--- src/rtl/clk_switch_seq_pkg.sv ---
// clk_seq_pkg: sequencer state encoding and clock-source codes.
package clk_seq_pkg;
  typedef enum logic [3:0] {
    IDLE, FORCE_HSI, PARK, PLL_OFF, PLL_ON, LOCK, SEL_PATH, SWITCH, FINISH, FAIL
  } state_t;
  localparam logic [1:0] SRC_HSI  = 2'd0;
  localparam logic [1:0] SRC_HSE  = 2'd1;
  localparam logic [1:0] SRC_PLL  = 2'd2;
  localparam logic [1:0] SRC_RSVD = 2'd3;
endpackage

--- src/rtl/clk_switch_seq_if.sv ---
// clk_switch_seq_if: request side and clock-control side of the switch sequencer.
interface clk_switch_seq_if;
  logic       req;
  logic [1:0] target;
  logic       pll_src_req;
  logic [1:0] pll_div_req;
  logic       div_en_req;
  logic       pll_lock;
  logic       busy;
  logic       done;
  logic       err;
  logic [1:0] cur_src;
  logic       hsisel;
  logic       pllbypass;
  logic       divbypass;
  logic       pllsrc;
  logic [1:0] plldiv;
  logic       pll_cp_ena;
  logic       pll_vco_ena;
  modport master (
    output req, target, pll_src_req, pll_div_req, div_en_req, pll_lock,
    input  busy, done, err, cur_src, hsisel, pllbypass, divbypass, pllsrc, plldiv,
           pll_cp_ena, pll_vco_ena
  );
  modport slave (
    input  req, target, pll_src_req, pll_div_req, div_en_req, pll_lock,
    output busy, done, err, cur_src, hsisel, pllbypass, divbypass, pllsrc, plldiv,
           pll_cp_ena, pll_vco_ena
  );
endinterface

--- src/rtl/clk_switch_seq_sync2.sv ---
// sync2: two-flop level synchronizer, async active-high reset to 0.
module sync2 (
  input  logic clk,
  input  logic rst,
  input  logic d,
  output logic q
);
  logic m;
  always_ff @(posedge clk or posedge rst)
    if (rst) {q, m} <= 2'b00;
    else {q, m} <= {m, d};
endmodule

--- src/rtl/clk_switch_seq.sv ---
// clk_switch_seq: steps the glitch-free mux chain and PLL enables through a fixed safe order
// so the system clock is always parked on HSI while anything upstream changes.
module clk_switch_seq
  import clk_seq_pkg::*;
#(
  parameter int SETTLE_CYC = 16,
  parameter int LOCK_TMO   = 4095,
  parameter int CNT_W      = 16
) (
  input  logic            clk1,
  input  logic            rst,
  clk_switch_seq_if.slave bus
);
  localparam logic [CNT_W-1:0] SETTLE_LD = CNT_W'(SETTLE_CYC - 1);
  localparam logic [CNT_W-1:0] LOCK_LD   = CNT_W'(LOCK_TMO - 1);
  state_t           state;
  logic [CNT_W-1:0] tmr;
  logic [1:0]       tgt;
  logic             src_l;
  logic [1:0]       div_l;
  logic             den_l;
  logic             lock_s;
  logic             tmr_z;
  assign tmr_z = tmr == '0;
  sync2 u_sync (.clk(clk1), .rst(rst), .d(bus.pll_lock), .q(lock_s));
  always_ff @(posedge clk1 or posedge rst)
    if (rst) begin
      state           <= IDLE;
      tmr             <= '0;
      tgt             <= SRC_HSI;
      src_l           <= 1'b0;
      div_l           <= 2'd0;
      den_l           <= 1'b0;
      bus.busy        <= 1'b0;
      bus.done        <= 1'b0;
      bus.err         <= 1'b0;
      bus.cur_src     <= SRC_HSI;
      bus.hsisel      <= 1'b0;
      bus.pllbypass   <= 1'b0;
      bus.divbypass   <= 1'b0;
      bus.pllsrc      <= 1'b0;
      bus.plldiv      <= 2'd0;
      bus.pll_cp_ena  <= 1'b0;
      bus.pll_vco_ena <= 1'b0;
    end else begin
      bus.done <= 1'b0;
      tmr      <= tmr_z ? tmr : tmr - CNT_W'(1);
      case (state)
        IDLE:
          if (bus.req) begin
            if (bus.target == SRC_RSVD) begin
              bus.err  <= 1'b1;
              bus.done <= 1'b1;
            end else begin
              tgt         <= bus.target;
              src_l       <= bus.pll_src_req;
              div_l       <= bus.pll_div_req;
              den_l       <= bus.div_en_req;
              bus.err     <= 1'b0;
              bus.busy    <= 1'b1;
              bus.hsisel  <= 1'b0;
              bus.cur_src <= SRC_HSI;
              tmr         <= SETTLE_LD;
              state       <= FORCE_HSI;
            end
          end
        FORCE_HSI:
          if (tmr_z) begin
            bus.pllbypass <= 1'b0;
            tmr           <= SETTLE_LD;
            state         <= PARK;
          end
        PARK:
          if (tmr_z) begin
            bus.pll_cp_ena  <= 1'b0;
            bus.pll_vco_ena <= 1'b0;
            tmr             <= SETTLE_LD;
            state           <= PLL_OFF;
          end
        PLL_OFF:
          if (tmr_z) begin
            if (tgt == SRC_HSI) state <= FINISH;
            else if (tgt == SRC_HSE) begin
              bus.hsisel <= 1'b1;
              tmr        <= SETTLE_LD;
              state      <= SWITCH;
            end else begin
              // PLL is fully off here, so reference and divider may change safely
              bus.pllsrc <= src_l;
              bus.plldiv <= div_l;
              state      <= PLL_ON;
            end
          end
        PLL_ON: begin
          bus.pll_cp_ena  <= 1'b1;
          bus.pll_vco_ena <= 1'b1;
          tmr             <= LOCK_LD;
          state           <= LOCK;
        end
        LOCK:
          if (lock_s) begin
            bus.divbypass <= den_l;
            bus.pllbypass <= 1'b1;
            tmr           <= SETTLE_LD;
            state         <= SEL_PATH;
          end else if (tmr_z) state <= FAIL;
        SEL_PATH:
          if (tmr_z) begin
            bus.hsisel <= 1'b1;
            tmr        <= SETTLE_LD;
            state      <= SWITCH;
          end
        SWITCH:
          if (tmr_z) state <= FINISH;
        FINISH: begin
          bus.cur_src <= tgt;
          bus.done    <= 1'b1;
          bus.busy    <= 1'b0;
          state       <= IDLE;
        end
        FAIL: begin
          bus.pll_cp_ena  <= 1'b0;
          bus.pll_vco_ena <= 1'b0;
          bus.hsisel      <= 1'b0;
          bus.cur_src     <= SRC_HSI;
          bus.err         <= 1'b1;
          bus.done        <= 1'b1;
          bus.busy        <= 1'b0;
          state           <= IDLE;
        end
        default: state <= IDLE;
      endcase
    end
endmodule

--- src/flat_wrapper.sv ---
// flat-port wrapper written by rule: the top's interface ports become plain ports
module clk_switch_seq_flat import clk_seq_pkg::*;
#(
  parameter int SETTLE_CYC = 16,
  parameter int LOCK_TMO   = 4095,
  parameter int CNT_W      = 16
)
  (clk1, rst, bus_req, bus_target, bus_pll_src_req, bus_pll_div_req, bus_div_en_req, bus_pll_lock, bus_busy, bus_done, bus_err, bus_cur_src, bus_hsisel, bus_pllbypass, bus_divbypass, bus_pllsrc, bus_plldiv, bus_pll_cp_ena, bus_pll_vco_ena);
  clk_switch_seq_if bus_i ();
  input  logic clk1;
  input  logic rst;
  input wire logic [$bits(bus_i.req)-1:0] bus_req;
  input wire logic [$bits(bus_i.target)-1:0] bus_target;
  input wire logic [$bits(bus_i.pll_src_req)-1:0] bus_pll_src_req;
  input wire logic [$bits(bus_i.pll_div_req)-1:0] bus_pll_div_req;
  input wire logic [$bits(bus_i.div_en_req)-1:0] bus_div_en_req;
  input wire logic [$bits(bus_i.pll_lock)-1:0] bus_pll_lock;
  output wire logic [$bits(bus_i.busy)-1:0] bus_busy;
  output wire logic [$bits(bus_i.done)-1:0] bus_done;
  output wire logic [$bits(bus_i.err)-1:0] bus_err;
  output wire logic [$bits(bus_i.cur_src)-1:0] bus_cur_src;
  output wire logic [$bits(bus_i.hsisel)-1:0] bus_hsisel;
  output wire logic [$bits(bus_i.pllbypass)-1:0] bus_pllbypass;
  output wire logic [$bits(bus_i.divbypass)-1:0] bus_divbypass;
  output wire logic [$bits(bus_i.pllsrc)-1:0] bus_pllsrc;
  output wire logic [$bits(bus_i.plldiv)-1:0] bus_plldiv;
  output wire logic [$bits(bus_i.pll_cp_ena)-1:0] bus_pll_cp_ena;
  output wire logic [$bits(bus_i.pll_vco_ena)-1:0] bus_pll_vco_ena;
  assign bus_i.req = bus_req;
  assign bus_i.target = bus_target;
  assign bus_i.pll_src_req = bus_pll_src_req;
  assign bus_i.pll_div_req = bus_pll_div_req;
  assign bus_i.div_en_req = bus_div_en_req;
  assign bus_i.pll_lock = bus_pll_lock;
  assign bus_busy = bus_i.busy;
  assign bus_done = bus_i.done;
  assign bus_err = bus_i.err;
  assign bus_cur_src = bus_i.cur_src;
  assign bus_hsisel = bus_i.hsisel;
  assign bus_pllbypass = bus_i.pllbypass;
  assign bus_divbypass = bus_i.divbypass;
  assign bus_pllsrc = bus_i.pllsrc;
  assign bus_plldiv = bus_i.plldiv;
  assign bus_pll_cp_ena = bus_i.pll_cp_ena;
  assign bus_pll_vco_ena = bus_i.pll_vco_ena;
  clk_switch_seq #(.SETTLE_CYC(SETTLE_CYC), .LOCK_TMO(LOCK_TMO), .CNT_W(CNT_W)) u_core (.clk1(clk1), .rst(rst), .bus(bus_i));
endmodule
--- config.mk ---
export PLATFORM = sky130hd
export DESIGN_NAME = clk_switch_seq_flat
export DESIGN_NICKNAME = d
export VERILOG_FILES = /design/src/rtl/clk_switch_seq_pkg.sv /design/src/rtl/clk_switch_seq_if.sv /design/src/rtl/clk_switch_seq_sync2.sv /design/src/rtl/clk_switch_seq.sv /design/src/flat_wrapper.sv
export SDC_FILE = /design/constraint.sdc
export NUM_CORES = 1
export LEC_CHECK = 0
export CORE_MARGIN = 2
export CORE_UTILIZATION = 40
export CTS_CLUSTER_DIAMETER = 120
export CTS_CLUSTER_SIZE = 24
export DETAILED_ROUTE_END_ITERATION = 8
export DONT_BUFFER_PORTS = 1
export PLACE_DENSITY = 0.57
export RECOVER_POWER = 50
export SLEW_MARGIN = 20
export SYNTH_ARGS = -nofsm -noshare
export SYNTH_HDL_FRONTEND = slang
export SYNTH_HIERARCHICAL = 1
export SYNTH_SLANG_ARGS = --single-unit
--- constraint.sdc ---
create_clock -name clk1 -period 3.6 [get_ports clk1]
set_input_delay 0.72 -clock clk1 [delete_from_list [all_inputs] [get_ports clk1]]
set_output_delay 0.72 -clock clk1 [all_outputs]
set_load 0.02 [all_outputs]
==> impl_metrics.ini <==
[run_status]
status = complete, but fails checks
violations = max-capacitance violations, max-slew violations

[synth]
synthesis.area_sq_um = 2180
synth_nets = 236
yosys-mux-area-fraction = 0.0563
synth_compound_area_frac = 0.186
synth-seq-area-share = 0.460
synth_cells = 224
ys_async_sr_fraction = 1.00
avgSynthCellArea_sq_um = 9.72
synth.ff_latch_count = 40
synth-edff-count = 0
yosysUniqueCellTypes = 55
synth_top_family_by_area = simple AND/OR/NAND/NOR gates
synthAdderAreaFrac = 0.0115
synthSimpleGateAreaFrac = 0.205
yosys_warnings = 6
synthFlopType = dfrtp_1
synthXorXnorAreaFrac = 0.0241

[cells_and_area]
area_delta_synth_final_pct = 5.23
final_layout_size_suffix_gt1_frac = 0.145
final_cell_mix = dfrtp_1 (40), nand2_1 (20), o21ai_0 (18), nor2_1 (17), a21oi_1 (14)
layout_commonest_cell = dfrtp_1
antenna_cells = 0
design.final.nets = 232

[timing]
fin_worst_skew_ns = 0.00494
max_slew_margin = -0.341
finalCriticalPeriod_ns = 2.72
fmax_mhz = 368
tightest_slew_ns = 2.01
setup_slack_ns = 0.881
hold_violations = 0
rsz0062_at_grt = no
fin_crit_sh = 0.755
drv_slew = 39
fin_setup_tns_ns = 0
setup_viol = 0

[floorplanning]
die_x_microns = 77.8
dieArea_sq_um = 6050
ios = 23
initial_core_util = 0.421
die-height_microns = 77.8
core_sq_um = 5170
core.rowCount = 26

[clock_tree]
cts_buffer_depth = 2
cts_tree = yes
ctsHoldBuffers = 0
cts.clk_slew.worst_paths_ns = 0.08
cts-root-buf = clkbuf_8
cts_resized = 0
clock-sinks = 40
cts_setup_buffers = 0
clock_latency_ns = 0.29
cts_inserted_buffers = 5
htreeDepth = 2

[drt]
drt-wirelength-per-cell_microns = 15.4
wl_mm = 4.47
vias = 1640
drt_iter0_drc = 110
ant_nets = 0
drtPass1Iterations = 4
vias_per_cell = 5.64
drcViolationCount = 0

[job]
drv_cap = 1

[critical_path]
critPathRequiredTime_ns = 3.84
cp-start-kind = flip-flop
worstSetupPathType = reg -> reg
path_max_fanout = 8
cpMaxStageDelayCell = nor3b_4
slowest_delay_ns = 0.44
crit_arrival_ns = 2.96
end_kind = flip-flop
worst-path-buf-inv = 2
crit_chain = inv_1, ha_1, nor3b_2, nor3b_4, nand2_1, ha_1, inv_1, o311a_1, o21ai_0, a31o_2
crit_family = simple AND/OR/NAND/NOR gates

[global_routing]
grt_pass1_wl_mm = 7.94
grt_max_degree = 39
grt-ovfl-total = 0
grt_pass1_vias = 1549
gr-usage-all-layers = 0.165
antenna_found_initial = 0

[min_path]
hp-class = in -> async

[place]
gp_congestion = 0.873
dp_slack_ns = 0.899
dp_hpwl_mm = 3.15
io_buffers = 0

[power_and_ir_drop]
ir_drop_v = 0.000425
powerDensity_nw_per_um2 = 886
power.leakage_nw = 0.930
[synthesized netlist by cell type (all sizes together), types with 2 or more instances]
cell,number,share of area
a211oi,2,0.0069
a21oi,15,0.036
a31oi,6,0.017
buf,6,0.026
clkbuf,6,0.015
dfrtp,40,0.46
ha,2,0.011
inv,10,0.017
mux2,10,0.052
nand2,20,0.034
nand2b,3,0.0086
nand3,5,0.011
nand4,3,0.0086
nor2,19,0.037
nor3,6,0.014
nor3b,2,0.014
nor4,6,0.017
o211ai,2,0.0069
o21a,4,0.014
o21ai,18,0.041
o221ai,2,0.0080
o31a,2,0.0086
o31ai,2,0.0069
o32ai,2,0.0080
or2,2,0.0069
or3,4,0.011
or3b,2,0.0080
xnor2,4,0.016
xor2,2,0.0080
[per-stage QoR]
step           hold WS [ns]  instance area [sq um]  total power [mW]  std cells  utilization
6_report              0.157                   2290              2.03        291        0.443
5_1_grt               0.151                   2290              2.21        291        0.443
4_1_cts               0.150                   2300              2.05        291        0.444
3_5_place_dp          0.337                   2180              1.67        283        0.422
3_3_place_gp          0.333                   2180              1.67        283        0.422
2_1_floorplan         0.331                   2180              1.56        224            -
[registers in the layout, indices dropped and copies added, names as in the netlist, 2 cells and up]
name and cells:
u_core/bus.cur_src 2, u_core/bus.plldiv 2, u_core/div_l 2, u_core/state 4, u_core/tgt 2, u_core/tmr 16
[final timing paths]
| path | slack, ns | startpoint | cells after the start | to |
|---|---|---|---|---|
| worst max-delay path | 0.88 | u_core/tmr[0] | 10 | u_core/tmr[0] |
| worst min-delay path | 0.16 | rst | 1 | u_core/u_sync/q |
| worst max register to register | 0.88 | u_core/tmr[0] | 10 | u_core/tmr[0] |
| worst min register to register | 0.35 | u_core/u_sync/m | 0 | u_core/u_sync/q |
| max in group asynchronous | 1.41 | rst | 2 | u_core/tmr[12] |
| min in group clk1 | 0.35 | u_core/u_sync/m | 0 | u_core/u_sync/q |
[routing by layer]
| metal | GRT usage | vias up | routed length, microns |
|---|---|---|---|
| met1 | 0.238 | 786 | 2160 |
| met4 | 0.0589 | 0 | 64 |
| met2 | 0.235 | 40 | 1940 |
| met5 | 0 | - | 0 |
| met3 | 0.0465 | 6 | 313 |
| li1 | - | 808 | - |
[kinds of logic after synthesis]
kind of cell | after synthesis
xor gates and xnor gates | 6
muxes | 11
adders and majority gates | 2
buffers and inverters | 22
and+or+nand+nor | 80
AOI/OAI and AO/OA | 63
DFF | 40
[area by class of cell]
| cell class | count | area, sq um |
|---|---|---|
| repair buffers | 1 | 3.75 |
| clock buffers | 5 | 68.8 |
| flip-flops and latches | 40 | 1000 |
| clock inverters | 3 | 42.5 |
| well taps | 70 | 87.6 |
| multi-input cells | 162 | 1050 |
| fillers | 510 | 2880 |
| inverters | 10 | 37.5 |
[power by group]
part	total [mW]	internal, mW	switching, mW
Combinational	0.779	0.347	0.432
Clock	0.371	0.205	0.166
Sequential	0.880	0.606	0.273
(Power assumes the default switching activity.)
